$ cat src/rtl/net_tx_burst.sv
// net_tx_burst: multi-lane serial burst transmitter with preamble, sync, framed words, per-lane CRC trailer, hold and gap
module net_tx_burst #(
  parameter int          BITS            = 64,
  parameter int          LANES           = 1,
  parameter logic [63:0] SYNC            = 64'h307A1AFD8FE3A9DA,
  parameter int          PREAMBLE_CYCLES = BITS/LANES,
  parameter int          RESYNC_WORDS    = 15,
  parameter int          HOLD_CYCLES     = 9,
  parameter int          GAP_CYCLES      = BITS/LANES,
  parameter bit          CRC_EN          = 1'b1
) (
  input  logic             clk,
  input  logic             rst,
  input  logic             in_valid,
  input  logic [BITS-1:0]  in_data,
  input  logic             in_end,
  output logic             in_pull,
  output logic [LANES-1:0] out_data,
  output logic             out_txen
);
  localparam int W  = BITS/LANES;
  localparam int M1 = (W+2 > 18) ? W+2 : 18;
  localparam int M2 = (M1 > PREAMBLE_CYCLES) ? M1 : PREAMBLE_CYCLES;
  localparam int M3 = (M2 > HOLD_CYCLES) ? M2 : HOLD_CYCLES;
  localparam int M4 = (M3 > GAP_CYCLES) ? M3 : GAP_CYCLES;
  localparam int CW = $clog2(M4+1);
  localparam logic [CW-1:0] C_PL = CW'(PREAMBLE_CYCLES-1);
  localparam logic [CW-1:0] C_SL = CW'(W-1);
  localparam logic [CW-1:0] C_DL = CW'(W+1);
  localparam logic [CW-1:0] C_CL = CW'(17);
  localparam logic [CW-1:0] C_HL = CW'(HOLD_CYCLES-1);
  localparam logic [CW-1:0] C_GL = CW'(GAP_CYCLES-1);
  localparam logic [CW-1:0] C_2  = CW'(2);
  localparam logic          P_ODD = 1'((PREAMBLE_CYCLES-1)%2);
  localparam logic [2:0] S_IDLE = 3'd0;
  localparam logic [2:0] S_LEAD = 3'd1;
  localparam logic [2:0] S_PRE  = 3'd2;
  localparam logic [2:0] S_SYNC = 3'd3;
  localparam logic [2:0] S_DATA = 3'd4;
  localparam logic [2:0] S_CRC  = 3'd5;
  localparam logic [2:0] S_HOLD = 3'd6;
  localparam logic [2:0] S_GAP  = 3'd7;

  logic [2:0]       r_st;
  logic [CW-1:0]    r_cnt;
  logic [7:0]       r_bud;
  logic [BITS-1:0]  r_sh;
  logic             r_end;
  logic [15:0]      r_crc [LANES];
  logic [LANES-1:0] r_l1;
  logic             r_t1;
  logic [BITS-1:0]  w_shr;
  logic [LANES-1:0] w_lsb;
  logic [LANES-1:0] w_msb;
  logic [LANES-1:0] w_line;
  logic             w_txen;
  logic             w_pre;
  logic             w_bnd;
  logic             w_take;

  // Line value for the current state, plus lane-wise shift and word-boundary decode
  always_comb begin
    w_shr = '0;
    w_lsb = '0;
    w_msb = '0;
    for (int i = 0; i < LANES; i++) begin
      w_shr[i*W +: W] = r_sh[i*W +: W] >> 1;
      w_lsb[i]        = r_sh[i*W];
      w_msb[i]        = r_crc[i][15];
    end
    w_pre  = r_cnt[0] ^ P_ODD;
    w_bnd  = (r_st == S_SYNC && r_cnt == C_SL) ||
             (r_st == S_DATA && r_cnt == C_DL && !(CRC_EN && r_end)) ||
             (r_st == S_CRC  && r_cnt == C_CL);
    w_take = in_valid && r_bud != 8'd0;
    w_line = r_st == S_PRE  ? {LANES{w_pre}} :
             r_st == S_SYNC ? w_lsb :
             r_st == S_DATA ? (r_cnt == '0 ? {LANES{r_end}} : r_cnt == CW'(1) ? {LANES{~r_end}} : w_lsb) :
             r_st == S_CRC  ? (r_cnt < C_2 ? {LANES{1'b1}} : w_msb) : '0;
    w_txen = r_st inside {S_LEAD, S_PRE, S_SYNC, S_DATA, S_CRC, S_HOLD};
  end

  // Burst sequencer: state, symbol counter, word budget, capture and pull strobe
  always_ff @(posedge clk or posedge rst) begin
    if (rst) begin
      r_st    <= S_IDLE;
      r_cnt   <= '0;
      r_bud   <= '0;
      r_sh    <= '0;
      r_end   <= 1'b0;
      in_pull <= 1'b0;
    end else begin
      in_pull <= 1'b0;
      r_cnt   <= r_cnt + CW'(1);
      if (r_st == S_SYNC || (r_st == S_DATA && r_cnt >= C_2)) r_sh <= w_shr;
      if (w_bnd) begin
        r_cnt <= '0;
        if (w_take) begin
          r_st    <= S_DATA;
          r_sh    <= in_data;
          r_end   <= in_end;
          in_pull <= 1'b1;
          r_bud   <= r_bud - 8'd1;
        end else r_st <= S_HOLD;
      end else if (r_st == S_IDLE) begin
        r_cnt <= '0;
        if (in_valid) r_st <= S_LEAD;
      end else if (r_st == S_LEAD) begin
        r_cnt <= '0;
        r_st  <= S_PRE;
      end else if (r_st == S_PRE && r_cnt == C_PL) begin
        r_cnt <= '0;
        r_st  <= S_SYNC;
        r_sh  <= SYNC[BITS-1:0];
        r_bud <= 8'(RESYNC_WORDS);
      end else if (r_st == S_DATA && r_cnt == C_DL) begin
        r_cnt <= '0;
        r_st  <= S_CRC;
      end else if (r_st == S_HOLD && r_cnt == C_HL) begin
        r_cnt <= '0;
        r_st  <= S_GAP;
      end else if (r_st == S_GAP && r_cnt == C_GL) begin
        r_cnt <= '0;
        r_st  <= S_IDLE;
      end
    end
  end

  // Per-lane CRC: accumulate payload bits, shift out as trailer, re-init once trailer is done
  always_ff @(posedge clk or posedge rst) begin
    if (rst) begin
      for (int i = 0; i < LANES; i++) r_crc[i] <= 16'hFFFF;
    end else begin
      for (int i = 0; i < LANES; i++)
        if (r_st == S_DATA && r_cnt >= C_2)
          r_crc[i] <= {r_crc[i][14:0], 1'b0} ^ ((r_crc[i][15] ^ w_lsb[i]) ? 16'h1021 : 16'h0000);
        else if (r_st == S_CRC && r_cnt == C_CL)
          r_crc[i] <= 16'hFFFF;
        else if (r_st == S_CRC && r_cnt >= C_2)
          r_crc[i] <= r_crc[i] << 1;
    end
  end

  // Two-stage output register so the pins lag the sequencer by two cycles
  always_ff @(posedge clk or posedge rst) begin
    if (rst) begin
      r_l1     <= '0;
      r_t1     <= 1'b0;
      out_data <= '0;
      out_txen <= 1'b0;
    end else begin
      r_l1     <= w_line;
      r_t1     <= w_txen;
      out_data <= r_l1;
      out_txen <= r_t1;
    end
  end
endmodule

$ cat config.mk
export PLATFORM = sky130hd
export DESIGN_NAME = net_tx_burst
export DESIGN_NICKNAME = d
export VERILOG_FILES = /design/src/rtl/net_tx_burst.sv
export SDC_FILE = /design/constraint.sdc
export NUM_CORES = 1
export LEC_CHECK = 0
export CELL_PAD_IN_SITES_DETAIL_PLACEMENT = 0
export CELL_PAD_IN_SITES_GLOBAL_PLACEMENT = 1
export CORE_MARGIN = 8
export CORE_UTILIZATION = 35
export DETAILED_ROUTE_END_ITERATION = 7
export PLACE_DENSITY_LB_ADDON = 0.1
export RECOVER_POWER = 25
export SETUP_SLACK_MARGIN = 0.05
export SLEW_MARGIN = 30
export SYNTH_ARGS = -nofsm -noshare
export SYNTH_HDL_FRONTEND = slang
export SYNTH_SLANG_ARGS = --single-unit
export TNS_END_PERCENT = 50
$ cat constraint.sdc
create_clock -name clk -period 8.9 [get_ports clk]
set_clock_uncertainty 0.2 [all_clocks]
set_input_delay 0.89 -clock clk [delete_from_list [all_inputs] [get_ports clk]]
set_output_delay 0.89 -clock clk [all_outputs]
set_load 0.05 [all_outputs]
---- After elaboration in Yosys (flattened, before gate mapping) ----
Index checks and enable logic that the tools add are counted.
storage, ports and cells
  bits in registers ....................... 104
  logic and storage cells ................. 99
  output and inout port bits .............. 3
cells by class
  multiplexer cells ....................... 40
  $add $sub $neg .......................... 2
  eq/ne operators ......................... 16
  magnitude comparators ................... 2
  reductions and logical operators ........ 24
  bitwise gates (word level) .............. 4
operators by type and width
  cell                 number
  $mux 64              6
  $mux 7               7
  $mux 16              3
  $mux 8               5
  $mux 3               8
  $xor 16x13->16       1
  $mux 13              1
  $eq 3x3->1 const B   4
  $logic_and 1x1->1    10
  $mux 1               9
  $reduce_bool 8->1    1
  $sub 8x1->8 const B  1
  $add 7x1->7 const B  1
  $eq 7x1->1 const B   1
  $eq 7x4->1 const B   1
  $eq 7x5->1 const B   1
  $eq 7x6->1 const B   1
  $eq 7x7->1 const B   1
  $ge 7x2->1 const B   1
  $logic_not 7->1      1
  $lt 7x2->1 const B   1
  $reduce_bool 7->1    1
  $eq 3x2->1 const B   2
  $reduce_bool 6->1    1
  14 further kinds     19

---- Longest topological paths before layout ----
Gate-level depths: netlist of run 1.
  depth in word-level cells ............... 9
  gate-level depth with buffers ........... 10
  mapped depth without buffers ............ 7

---- Worst setup path before layout of run 1 ----
OpenSTA, ideal clock, no wires.
  path type ............................... flip-flop to flip-flop
  start ................................... register r_cnt[0]
  end ..................................... register r_sh[19]
  path slack .............................. 6651 ps
  cell stages (with the launch flop) ...... 10
  arrival ................................. 1971 ps
  cell sequence ........................... dfrtp_1 -> ha_1 -> and4_1 -> buf_2 -> nand2_2 -> o32a_1 -> nor2_1 -> buf_2 -> buf_4 -> o2bb2ai_1
on the way
  cells in the longest elaborated chain, start to end .. 8
  elaborated cells on any way between the ends .. 19
  those cells by class .................... order compare: 1; eq/ne: 3; mux: 6; reduce/logical: 9
RTL lines
  element                   line  text
  start: declaration        45    logic [CW-1:0] r_cnt;
  start signal: assignment  94    r_cnt <= r_cnt + CW'(1);
  $ge 7x2->1                95    if (r_st == S_SYNC || (r_st == S_DATA && r_cnt >= C_2)) r_sh <= w_shr;
  $logic_and 1x1->1         95
  $logic_or 1x1->1          95
  $mux 64                   95
  $mux 64                   111   end else if (r_st == S_PRE && r_cnt == C_PL) begin
  $mux 64                   108   end else if (r_st == S_LEAD) begin
  $mux 64                   105   end else if (r_st == S_IDLE) begin
  $mux 64 (*)               96    if (w_bnd) begin
  end signal: assignment    95
  end signal: assignment    100   r_sh <= in_data;
  end signal: assignment    114   r_sh <= SYNC[BITS-1:0];
  end: declaration          47    logic [BITS-1:0] r_sh;
Mark *: on every way between the ends. The rest lies on a longest branch, timed or not.
A chain may end at the register's enable or synchronous reset.

---- Final worst setup path of run 1 ----
  start ................................... register r_cnt[1]
  end ..................................... register r_bud[3]
on the way
  cells in the longest elaborated chain, start to end .. 7
  elaborated cells on any way between the ends .. 16
  those cells by class .................... eq/ne: 6; mux: 1; reduce/logical: 9
RTL lines
  element                                             line  text
  $eq 7x7->1                                          73    (r_st == S_DATA && r_cnt == C_DL && !(CRC_EN && r_end)) ||
  $logic_and 1x1->1 (2 in a row)                      73
  $logic_or 1x1->1                                    72    w_bnd = (r_st == S_SYNC && r_cnt == C_SL) ||
  $logic_or 1x1->1                                    73
  $ne 2x1->1 (no line), or another cell as far along  n/a
  $reduce_and 4->1 (no line)                          n/a
  end signal: assignment                              103   r_bud <= r_bud - 8'd1;
  end signal: assignment                              115   r_bud <= 8'(RESYNC_WORDS);
  end: declaration                                    46    logic [7:0] r_bud;
Several ways; a longest one is shown, not always the timed one.

==> implementation parameters, run 1 <==
Parameter                              Value

Yosys
  Netlist cell types    48
  Syn. warnings    0
  Synth Instances    480
  Net count after synthesis    553
  Mean cell area of the mapped netlist    10.5 um2
  Cell type with the largest total area after synthesis    sky130_fd_sc_hd__dfrtp_1
  Proportion of netlist area held by the largest area contributor    around 44%
  Number of flip-flops and latches in the synthesized netlist    approximately 100
  Cell area after technology mapping    between 0.005 and 0.006 mm2
  Sequential element share of the synthesized area    approximately 52%
  Area contributors post-synth    sky130_fd_sc_hd__dfrtp_1 (44%), sky130_fd_sc_hd__mux2i_1 (13%), sky130_fd_sc_hd__dfstp_2 (8.3%)

STA
  Count of final hold-check violations    0
  Achievable Freq    ~340 MHz
  Pin slew with the least headroom to its limit    1420 ps
  Post-layout min period    2940 ps
  Fin worst setup slack    5960 ps
  Max-slew headroom    4.50%
  Unrepaired setup endpoints after global routing    false
  Smallest hold slack    ~150 ps
  Final sum of negative setup slack    0 ps
  Setup Viol. Count Final    0
  Number of pins exceeding their max-slew limit in the final report    0
  Post-route clock period utilization    33.1%

Place
  Number of buffers added on ports    70
  Pre-CTS setup slack    5680 ps
  RePlAce Congestion    between 0.7 and 0.8
  Final HPWL DP    7810 um

Final layout
  Area Growth Syn to Fin    22.5%
  Multi-input combinational cell area    about 0.0022 mm2
  Number of nets in the layout    about 610
  Share of cells above drive strength 1    8.55%
  Register area    0.00262 mm2
  Final core utilization    a little over two fifths
  Diodes inserted    0
  Filler cell count    1385

Floorplan
  Die span in y    between 100 and 150 um
  Count of boundary I/O pins    slightly above 70
  Die area    0.0185 mm2
  Total core area    0.0143 mm2
  Cell row count    between 40 and 50
  Effective utilization at floorplan    between 30% and 40%
  Chip width    roughly 140 um

Critical path
  Type of the setup path with the least slack    reg2reg
  Worst setup SP type    flop
  Data arrival time of the critical path    around 3000 ps
  Critical path required time    about 9000 ps
  CP Capture Type    flop
  Maximum fanout along the worst path    47

Power and ir drop
  Final Total Pwr    0.922 mW
  Areal power density over the cells    around 150 mW/mm2
  Total leakage power    2.24 nW
  Worst vdd rail ir drop    0.0000907 V

Clock tree
  Count of hold buffers inserted by post-cts repair    0
  Total clock sinks    ~100
  Clk pin slew, worst setup/hold paths    70 ps
  Insertion delay of the later-clocked pin in the worst-skew pair    350 ps
  Post-CTS Setup Inserts    0
  Number of levels in the clock H-tree    3
  Clock buffer count from CTS    9
  TritonCTS clock tree    built
  Number of resized instances in the post-cts repair step    0
  Maximum buffer depth of the clock tree    2
  CTS root buffer    sky130_fd_sc_hd__clkbuf_16

Global routing
  Via count of the first global-routing pass    3755
  Antenna violations before repair    0
  First-pass GRT wire length    about 20000 um
  GRT Resource Usage Total    ~14%
  Pin count of the biggest net entering global routing    75
  Remaining Overflow, GRT    0

Drt
  Pre-Repair DR Iteration Count    7
  Routed length per placed instance    16.7 um
  Wirelength, routed    around 12000 um
  Routed via count    around 3.7k
  Post-detailed-route DRC marker count    0
  Via density    between 5 and 6
  Number of DRC markers after the initial detailed-route iteration    approximately 280
  Post-detailed-route count of antenna-violating nets    0

Run
  Max-cap check violation count    0

Hold path
  Class of the tightest hold or removal check    reg2reg

Outcome
  Status    finished, final reports clean
==> cell families (layout without fill, tap and decap cells) <==
kind of cell	Yosys count	after routing	share of synthesized area, %
AOI/OAI and AO/OA	109	109	14.0
xor gates and xnor gates	9	9	1.56
adders and majority gates	5	5	1.24
buffers and inverters	42	100	4.15
DFF	104	104	52.0
muxes	67	67	13.4
and+or+nand+nor	144	144	13.6
==> critical path, cell delays in order, from the launching register on <==
cell	delay [ps]
sky130_fd_sc_hd__dfrtp_1	400
sky130_fd_sc_hd__inv_1	120
sky130_fd_sc_hd__ha_1	210
sky130_fd_sc_hd__nor3b_1	530
sky130_fd_sc_hd__o311ai_1	220
sky130_fd_sc_hd__o32a_4	500
sky130_fd_sc_hd__nor4_1	290
sky130_fd_sc_hd__mux2_1	350
==> sequential cells by signal, indices dropped and copies added, names as in the netlist <==
signal    cells
r_st          3
out_data      1
r_sh         64
r_crc        16
r_end         1
r_t1          1
r_bud         8
out_txen      1
r_cnt         7
r_l1          1
in_pull       1
==> cells in the mapped netlist, drive strengths merged <==
master / number
dfrtp: 88
nor2: 81
mux2i: 64
a21oi: 57
o2bb2ai: 27
buf: 25
dfstp: 16
nand2: 14
inv: 10
nand3: 8
nor3: 8
clkbuf: 7
nand2b: 7
or3: 6
xor2: 6
a31oi: 5
ha: 5
o21ai: 5
nor4: 4
mux2: 3
xnor2: 3
a22o: 2
a22oi: 2
and3: 2
nand4: 2
nand4bb: 2
nor2b: 2
o31a: 2
o31ai: 2
o32a: 2
or4: 2
a211oi: 1
and2: 1
and2b: 1
and4: 1
and4b: 1
nor3b: 1
nor4b: 1
o211ai: 1
o22a: 1
o22ai: 1
o311ai: 1
==> cell usage in the layout (no fill, tap or decap), types with 5 or more instances in the layout <==
master and n:
sky130_fd_sc_hd__a21oi_1 57, sky130_fd_sc_hd__clkbuf_16 9, sky130_fd_sc_hd__clkdlybuf4s50_1 69, sky130_fd_sc_hd__dfrtp_1 88, sky130_fd_sc_hd__dfstp_2 16, sky130_fd_sc_hd__ha_1 5, sky130_fd_sc_hd__inv_1 9, sky130_fd_sc_hd__mux2i_1 64
sky130_fd_sc_hd__nand2_1 14, sky130_fd_sc_hd__nand2b_1 7, sky130_fd_sc_hd__nand3_1 7, sky130_fd_sc_hd__nor2_1 80, sky130_fd_sc_hd__nor3_1 7, sky130_fd_sc_hd__o2bb2ai_1 27, sky130_fd_sc_hd__or3_1 6, sky130_fd_sc_hd__xor2_1 6
==> where the power goes <==
part | leakage (nW) | internal (mW) | total [mW] | switching [mW]
clock | 0.133 | 0.210 | 0.386 | 0.176
sequential | 1.12 | 0.480 | 0.484 | 0.00451
combinational | 0.982 | 0.0318 | 0.0521 | 0.0203
==> metrics by stage <==
step	instance area (um2)	std cells
final	6170	722
after global routing	6170	722
after CTS	6160	722
after detailed placement	5880	708
after global placement	5870	708
after floorplan	5040	480
==> final cells by class <==
class                   instances  share of cell area, %
repair buffers                 76                   12.2
flip-flops and latches        104                   42.5
clock inverters                 2                  0.243
clock buffers                  12                   4.32
inverters                      10                  0.629
multi-input cells             334                   36.4
well taps                     184                   3.73
==> final timing paths <==
| check | startpoint | end | depth (start not counted) | slack [ps] |
|---|---|---|---|---|
| setup / recovery | r_cnt[1]$_DFF_PP0_ | r_bud[3]$_DFFE_PP0P_ | 7 | 5960 |
| hold / removal | r_t1$_DFF_PP0_ | out_txen$_DFF_PP0_ | 0 | 150 |
| setup reg to reg | r_cnt[1]$_DFF_PP0_ | r_bud[3]$_DFFE_PP0P_ | 7 | 5960 |
| hold reg to reg | r_t1$_DFF_PP0_ | out_txen$_DFF_PP0_ | 0 | 150 |
| max in group asynchronous | rst | r_bud[3]$_DFFE_PP0P_ | 3 | 6150 |
| min in group asynchronous | rst | r_st[0]$_DFFE_PP0P_ | 2 | 1120 |
==> per-layer routing <==
| metal | routed length (um) | track usage (%) | vias up |
|---|---|---|---|
| met3 | 462 | 2.70 | 13 |
| li1 | - | - | 1819 |
| met5 | 0 | 0 | - |
| met2 | 5240 | 19.9 | 58 |
| met1 | 6160 | 18.9 | 1795 |
| met4 | 204 | 5.67 | 0 |
No activity file was read; power rests on OpenSTA's default activity.
==> inputs of run 2 (changes only) <==
- clock period: 8.9 -> 2.71 ns (I/O delays scaled with it)
==> implementation parameters, run 2 (synthesis results as in run 1) <==
Parameter                              Value

Outcome
  Status    finished, final reports clean

Critical path
  Maximum fanout along the worst path    6
  CP Capture Type    flop
  Critical path required time    around 2800 ps
  Worst reg-to-reg setup slack    between 200 and 300 ps
  End of the worst register-to-register path    r_bud[5]$_DFFE_PP0P_
  Worst setup SP type    flop
  Depth of the worst register-to-register path    6
  Worst R2R Start    r_cnt[0]$_DFF_PP0_
  Beginning of the critical path    r_cnt[0]$_DFF_PP0_
  Type of the setup path with the least slack    reg2reg
  Data arrival time of the critical path    roughly 2500 ps

Final layout
  Total non-filler cell area in the finished layout    between 0.006 and 0.007 mm2
  Filler cell count    about 1.4k
  Number of nets in the layout    ~620
  Register ranked first by flip-flop count    r_sh
  Commonest cells after routing, fill and taps aside    sky130_fd_sc_hd__dfrtp_1 (88), sky130_fd_sc_hd__nor2_1 (80), sky130_fd_sc_hd__clkdlybuf4s50_1 (69)
  Non-filler cells in the finished layout    740
  Share of cells above drive strength 1    ~11%
  Final core utilization    between 40% and 50%
  Flip-flop count of the largest register, all copies and words added    64
  Area Growth Syn to Fin    26.7%
  Most common cell after layout, fill and taps aside    sky130_fd_sc_hd__dfrtp_1
  Top Registers    r_sh: 64 flops, r_crc: 16 flops, r_bud: 8 flops
  Diodes inserted    0

Power and ir drop
  Logic pwr share    5.4%
  Part of the power in the clock network    45.1%
  Total leakage power    between 2 and 2.5 nW
  Internal power of the cells    between 2 and 3 mW
  Worst vdd rail ir drop    0.000255 V
  Net switching power figure    ~0.66 mW
  Areal power density over the cells    just over 500 mW/mm2
  Final Total Pwr    around 3.2 mW
  Switching part of the total power    roughly a fifth
  Proportion of power drawn by flip-flops and latches    between 40% and 50%

Drt
  Via density    5.07
  Routed length per placed instance    around 16 um
  Number of DRC markers after the initial detailed-route iteration    around 170
  Post-detailed-route count of antenna-violating nets    0
  Post-detailed-route DRC marker count    0
  Routed via count    3752
  Pre-Repair DR Iteration Count    5
  Wirelength, routed    about 12000 um

Global routing
  GRT Resource Usage Total    14.1%
  Antenna violations before repair    0
  Via count of the first global-routing pass    around 4.0k
  Remaining Overflow, GRT    0
  Pin count of the biggest net entering global routing    37
  First-pass GRT wire length    20600 um

STA
  Setup Viol. Count Final    0
  Max-slew headroom    22.0%
  Final sum of negative setup slack    0 ps
  Post-route clock period utilization    90.1%
  Unrepaired setup endpoints after global routing    false
  Post-layout min period    between 2000 and 2500 ps
  Number of pins exceeding their max-slew limit in the final report    0
  Count of final hold-check violations    0
  Pin slew with the least headroom to its limit    around 1200 ps
  Achievable Freq    410 MHz

Clock tree
  Total clock sinks    about 100
  TritonCTS clock tree    built
  CTS root buffer    sky130_fd_sc_hd__clkbuf_16
  Number of levels in the clock H-tree    3
  Clock buffer count from CTS    9
  Insertion delay of the later-clocked pin in the worst-skew pair    approximately 340 ps
  Post-CTS Setup Inserts    0
  Maximum buffer depth of the clock tree    2
  Clk pin slew, worst setup/hold paths    around 60 ps

Floorplan
  Chip width    about 140 um
  Die area    0.0185 mm2
  Die span in y    between 100 and 150 um
  Count of boundary I/O pins    71
  Total core area    around 0.014 mm2
  Cell row count    44
  Effective utilization at floorplan    35.2%

Place
  Final HPWL DP    ~8700 um
  Placed cell count    724
  Area post-placement    0.00607 mm2
  RePlAce Congestion    0.790
  Number of buffers added on ports    70

Hold path
  Hold Path Sink    out_data$_DFF_PP0_
  Startpoint of the worst hold path    r_l1$_DFF_PP0_
  Class of the tightest hold or removal check    reg2reg
  Cell depth of the worst hold path    0

Run
  Max-cap check violation count    0
==> run 2: cell types whose count changed in the layout (fill, tap and decap cells not counted), moves of 2 or more <==
cell,before,now
sky130_fd_sc_hd__dlymetal6s4s_1,0,2
sky130_fd_sc_hd__bufinv_16,0,2
sky130_fd_sc_hd__buf_6,2,0
sky130_fd_sc_hd__inv_6,0,2
sky130_fd_sc_hd__buf_4,4,16
sky130_fd_sc_hd__buf_12,0,3
==> run 2: power by group through the flow <==
stage	combinational, mW	sequential (mW)	clock, mW
CTS	0.187	1.59	1.50
finish	0.174	1.59	1.45
global route	0.192	1.59	1.57
floorplan	0.0532	1.61	0
detailed placement	0.185	1.62	0
global placement	0.184	1.62	0
==> run 2: worst max-delay path: stages, from the launching register on <==
cell                      delay, ps
sky130_fd_sc_hd__dfrtp_1        420
sky130_fd_sc_hd__ha_1           220
sky130_fd_sc_hd__and4_1         330
sky130_fd_sc_hd__nand2_2        140
sky130_fd_sc_hd__o32a_1         410
sky130_fd_sc_hd__or4_1          480
sky130_fd_sc_hd__a21oi_1        150
==> run 2: layout make-up <==
class,count,area (um2),area share (%)
flip-flops and latches,104,2620,41.1
multi-input cells,334,2240,35.0
inverters,10,38.8,0.607
repair buffers,92,918,14.4
clock inverters,5,85.1,1.33
well taps,184,230,3.61
clock buffers,11,253,3.96
==> run 2: worst max-delay path by stage <==
stage                                      end  cells past startpoint
after global routing         r_sh[2]$_DFF_PP0_                      3
after CTS                 r_bud[5]$_DFFE_PP0P_                      6
final                     r_bud[5]$_DFFE_PP0P_                      6
after detailed placement  r_bud[3]$_DFFE_PP0P_                      6
after global placement    r_bud[3]$_DFFE_PP0P_                      6
after floorplan             r_sh[19]$_DFF_PP0_                      9
==> run 2: metal layers <==
| layer | track usage, % | up-vias | share of wire, % |
|---|---|---|---|
| li1 | - | 1856 | - |
| met1 | 18.8 | 1816 | 49 |
| met2 | 21.9 | 71 | 46 |
| met3 | 2.77 | 9 | 3.9 |
| met4 | 5.55 | 0 | 1.3 |
| met5 | 0 | - | 0 |
==> run 2: what timing repair did <==
item,CTS,global route
resized for setup,0,1
hold buffers,0,0
endpoints found under the setup margin,0,1
==> run 2: per-stage QoR <==
stage | hold slack (ps) | setup WS (ps)
2_1_floorplan | 131 | 461
3_3_place_gp | 134 | 275
3_5_place_dp | 137 | 248
4_1_cts | 115 | 251
5_1_grt | 169 | 54.2
6_report | 152 | 269
==> inputs of run 3 (changes only) <==
- CORE_MARGIN: 8 -> not set
==> implementation parameters, run 3 (synthesis results as in run 1) <==
Parameter                              Value

Clock tree
  Maximum buffer depth of the clock tree    2
  Clock buffer count from CTS    9
  Clk pin slew, worst setup/hold paths    roughly 70 ps
  Number of levels in the clock H-tree    3
  Insertion delay of the later-clocked pin in the worst-skew pair    about 350 ps
  TritonCTS clock tree    built
  Total clock sinks    about 100
  CTS root buffer    sky130_fd_sc_hd__clkbuf_16

Power and ir drop
  Areal power density over the cells    ~480 mW/mm2
  Net switching power figure    around 0.65 mW
  Part of the power in the clock network    42.4%
  Total leakage power    ~2.3 nW
  Worst vdd rail ir drop    0.000265 V
  Proportion of power drawn by flip-flops and latches    between 50% and 60%
  Internal power of the cells    between 2 and 2.5 mW
  Switching part of the total power    between 20% and 30%
  Logic pwr share    5.5%

Floorplan
  Cell row count    43
  Die span in y    between 100 and 150 um
  Count of boundary I/O pins    between 70 and 80
  Chip width    between 100 and 150 um
  Total core area    0.0140 mm2
  Effective utilization at floorplan    36.0%
  Die area    0.0149 mm2

Drt
  Routed via count    approximately 3.7k
  Via density    between 5 and 6
  Number of DRC markers after the initial detailed-route iteration    170
  Post-detailed-route DRC marker count    0
  Routed length per placed instance    15.5 um
  Wirelength, routed    about 11000 um
  Pre-Repair DR Iteration Count    4
  Post-detailed-route count of antenna-violating nets    0

Final layout
  Flip-flop count of the largest register, all copies and words added    64
  Share of cells above drive strength 1    a little over a tenth
  Number of nets in the layout    624
  Final core utilization    a little under half
  Area Growth Syn to Fin    26.2%
  Total non-filler cell area in the finished layout    about 0.0064 mm2
  Filler cell count    ~1.4k
  Most common cell after layout, fill and taps aside    sky130_fd_sc_hd__dfrtp_1
  Diodes inserted    0
  Register area    0.00262 mm2
  Register ranked first by flip-flop count    r_sh
  Top Registers    r_sh: 64 flops, r_crc: 16 flops, r_bud: 8 flops
  Multi-input combinational cell area    0.00223 mm2
  Commonest cells after routing, fill and taps aside    sky130_fd_sc_hd__dfrtp_1 (88), sky130_fd_sc_hd__nor2_1 (80), sky130_fd_sc_hd__clkdlybuf4s50_1 (69)

Outcome
  Status    complete, but fails checks
  Violations in the final reports    max-capacitance violations, max-slew violations

Critical path
  Worst setup SP type    flop
  CP Capture Type    flop
  Type of the setup path with the least slack    reg2reg
  Critical path required time    2740 ps
  End of the worst register-to-register path    r_bud[3]$_DFFE_PP0P_
  Worst reg-to-reg setup slack    between 150 and 200 ps
  Data arrival time of the critical path    2550 ps
  Maximum fanout along the worst path    12
  Worst R2R Start    r_cnt[0]$_DFF_PP0_
  Depth of the worst register-to-register path    6

STA
  Number of pins exceeding their max-slew limit in the final report    65
  Count of final hold-check violations    0
  Pin slew with the least headroom to its limit    about 1600 ps
  Max-slew headroom    -7.96%
  Achievable Freq    397 MHz
  Final sum of negative setup slack    0 ps
  Setup Viol. Count Final    0
  Unrepaired setup endpoints after global routing    true
  Post-route clock period utilization    between 90% and 100%
  Post-layout min period    about 2500 ps

Hold path
  Hold Path Sink    out_txen$_DFF_PP0_
  Class of the tightest hold or removal check    reg2reg
  Cell depth of the worst hold path    0
  Startpoint of the worst hold path    r_t1$_DFF_PP0_

Global routing
  Remaining Overflow, GRT    0
  First-pass GRT wire length    18600 um
  Via count of the first global-routing pass    approximately 3.5k
  Pin count of the biggest net entering global routing    65
  Antenna violations before repair    0
  GRT Resource Usage Total    between 10% and 20%

Place
  Final HPWL DP    7650 um
  Number of buffers added on ports    70
  RePlAce Congestion    0.794
  Area post-placement    just over 0.006 mm2

Run
  Max-cap check violation count    1
[run 3: cell types whose count changed in the layout (fill, tap and decap cells not counted), moves of 2 or more]
cell	change
sky130_fd_sc_hd__clkbuf_1	+2
sky130_fd_sc_hd__dlymetal6s4s_1	-2
sky130_fd_sc_hd__clkbuf_2	+2
sky130_fd_sc_hd__buf_4	-4
sky130_fd_sc_hd__clkbuf_8	-2
sky130_fd_sc_hd__buf_12	+4
[run 3: worst max-delay path, cell delays in order, from the launching register on]
cell                      delay (ps)
sky130_fd_sc_hd__dfrtp_1         440
sky130_fd_sc_hd__ha_1            240
sky130_fd_sc_hd__and4_1          320
sky130_fd_sc_hd__nand3_2         140
sky130_fd_sc_hd__o32a_2          500
sky130_fd_sc_hd__nor4_1          220
sky130_fd_sc_hd__mux2_1          350
[run 3: cell type report]
class	instances	share of cell area, %
inverters	10	0.610
multi-input cells	334	35.1
clock buffers	11	3.66
flip-flops and latches	104	41.3
repair buffers	92	15.0
well taps	180	3.54
clock inverters	4	0.866
[run 3: power groups by stage]
stage | logic [mW] | registers (mW) | clock network [mW]
floorplan | 0.0532 | 1.61 | 0
global placement | 0.178 | 1.62 | 0
detailed placement | 0.179 | 1.62 | 0
CTS | 0.181 | 1.59 | 1.34
global route | 0.186 | 1.59 | 1.41
finish | 0.168 | 1.59 | 1.29
[run 3: how the worst max path moves through the flow]
stage,from,end,slack [ps],depth (start not counted)
after floorplan,r_cnt[0]$_DFF_PP0_,r_sh[19]$_DFF_PP0_,460,9
after global placement,r_cnt[0]$_DFF_PP0_,r_bud[3]$_DFFE_PP0P_,220,6
after detailed placement,r_cnt[0]$_DFF_PP0_,r_bud[3]$_DFFE_PP0P_,190,6
after CTS,r_bud[3]$_DFFE_PP0P_,r_sh[16]$_DFF_PP0_,180,6
after global routing,r_cnt[0]$_DFF_PP0_,r_bud[3]$_DFFE_PP0P_,40,6
final,r_cnt[0]$_DFF_PP0_,r_bud[3]$_DFFE_PP0P_,190,6
[run 3: through the flow]
| step | setup slack (ps) | instances | hold WS, ps | total power [mW] |
|---|---|---|---|---|
| final | 191 | 735 | 149 | 3.05 |
| after detailed placement | 190 | 720 | 137 | 1.80 |
| after CTS | 178 | 735 | 151 | 3.11 |
| after global placement | 221 | 720 | 133 | 1.80 |
| after global routing | 39.0 | 735 | 167 | 3.18 |
| after floorplan | 461 | 480 | 131 | 1.67 |
[run 3: repair_timing]
action	CTS	global route
resized for setup	0	1
hold buffers	0	0
buffers inserted	0	0
endpoints found under the setup margin	0	3
[run 3: layer usage]
metal	vias to the layer above	part of all wire, %	track usage [%]
li1	1845	-	-
met5	-	0	0
met3	9	3.1	2.43
met1	1782	51	24.3
met4	0	1.4	6.48
met2	69	44	23.2
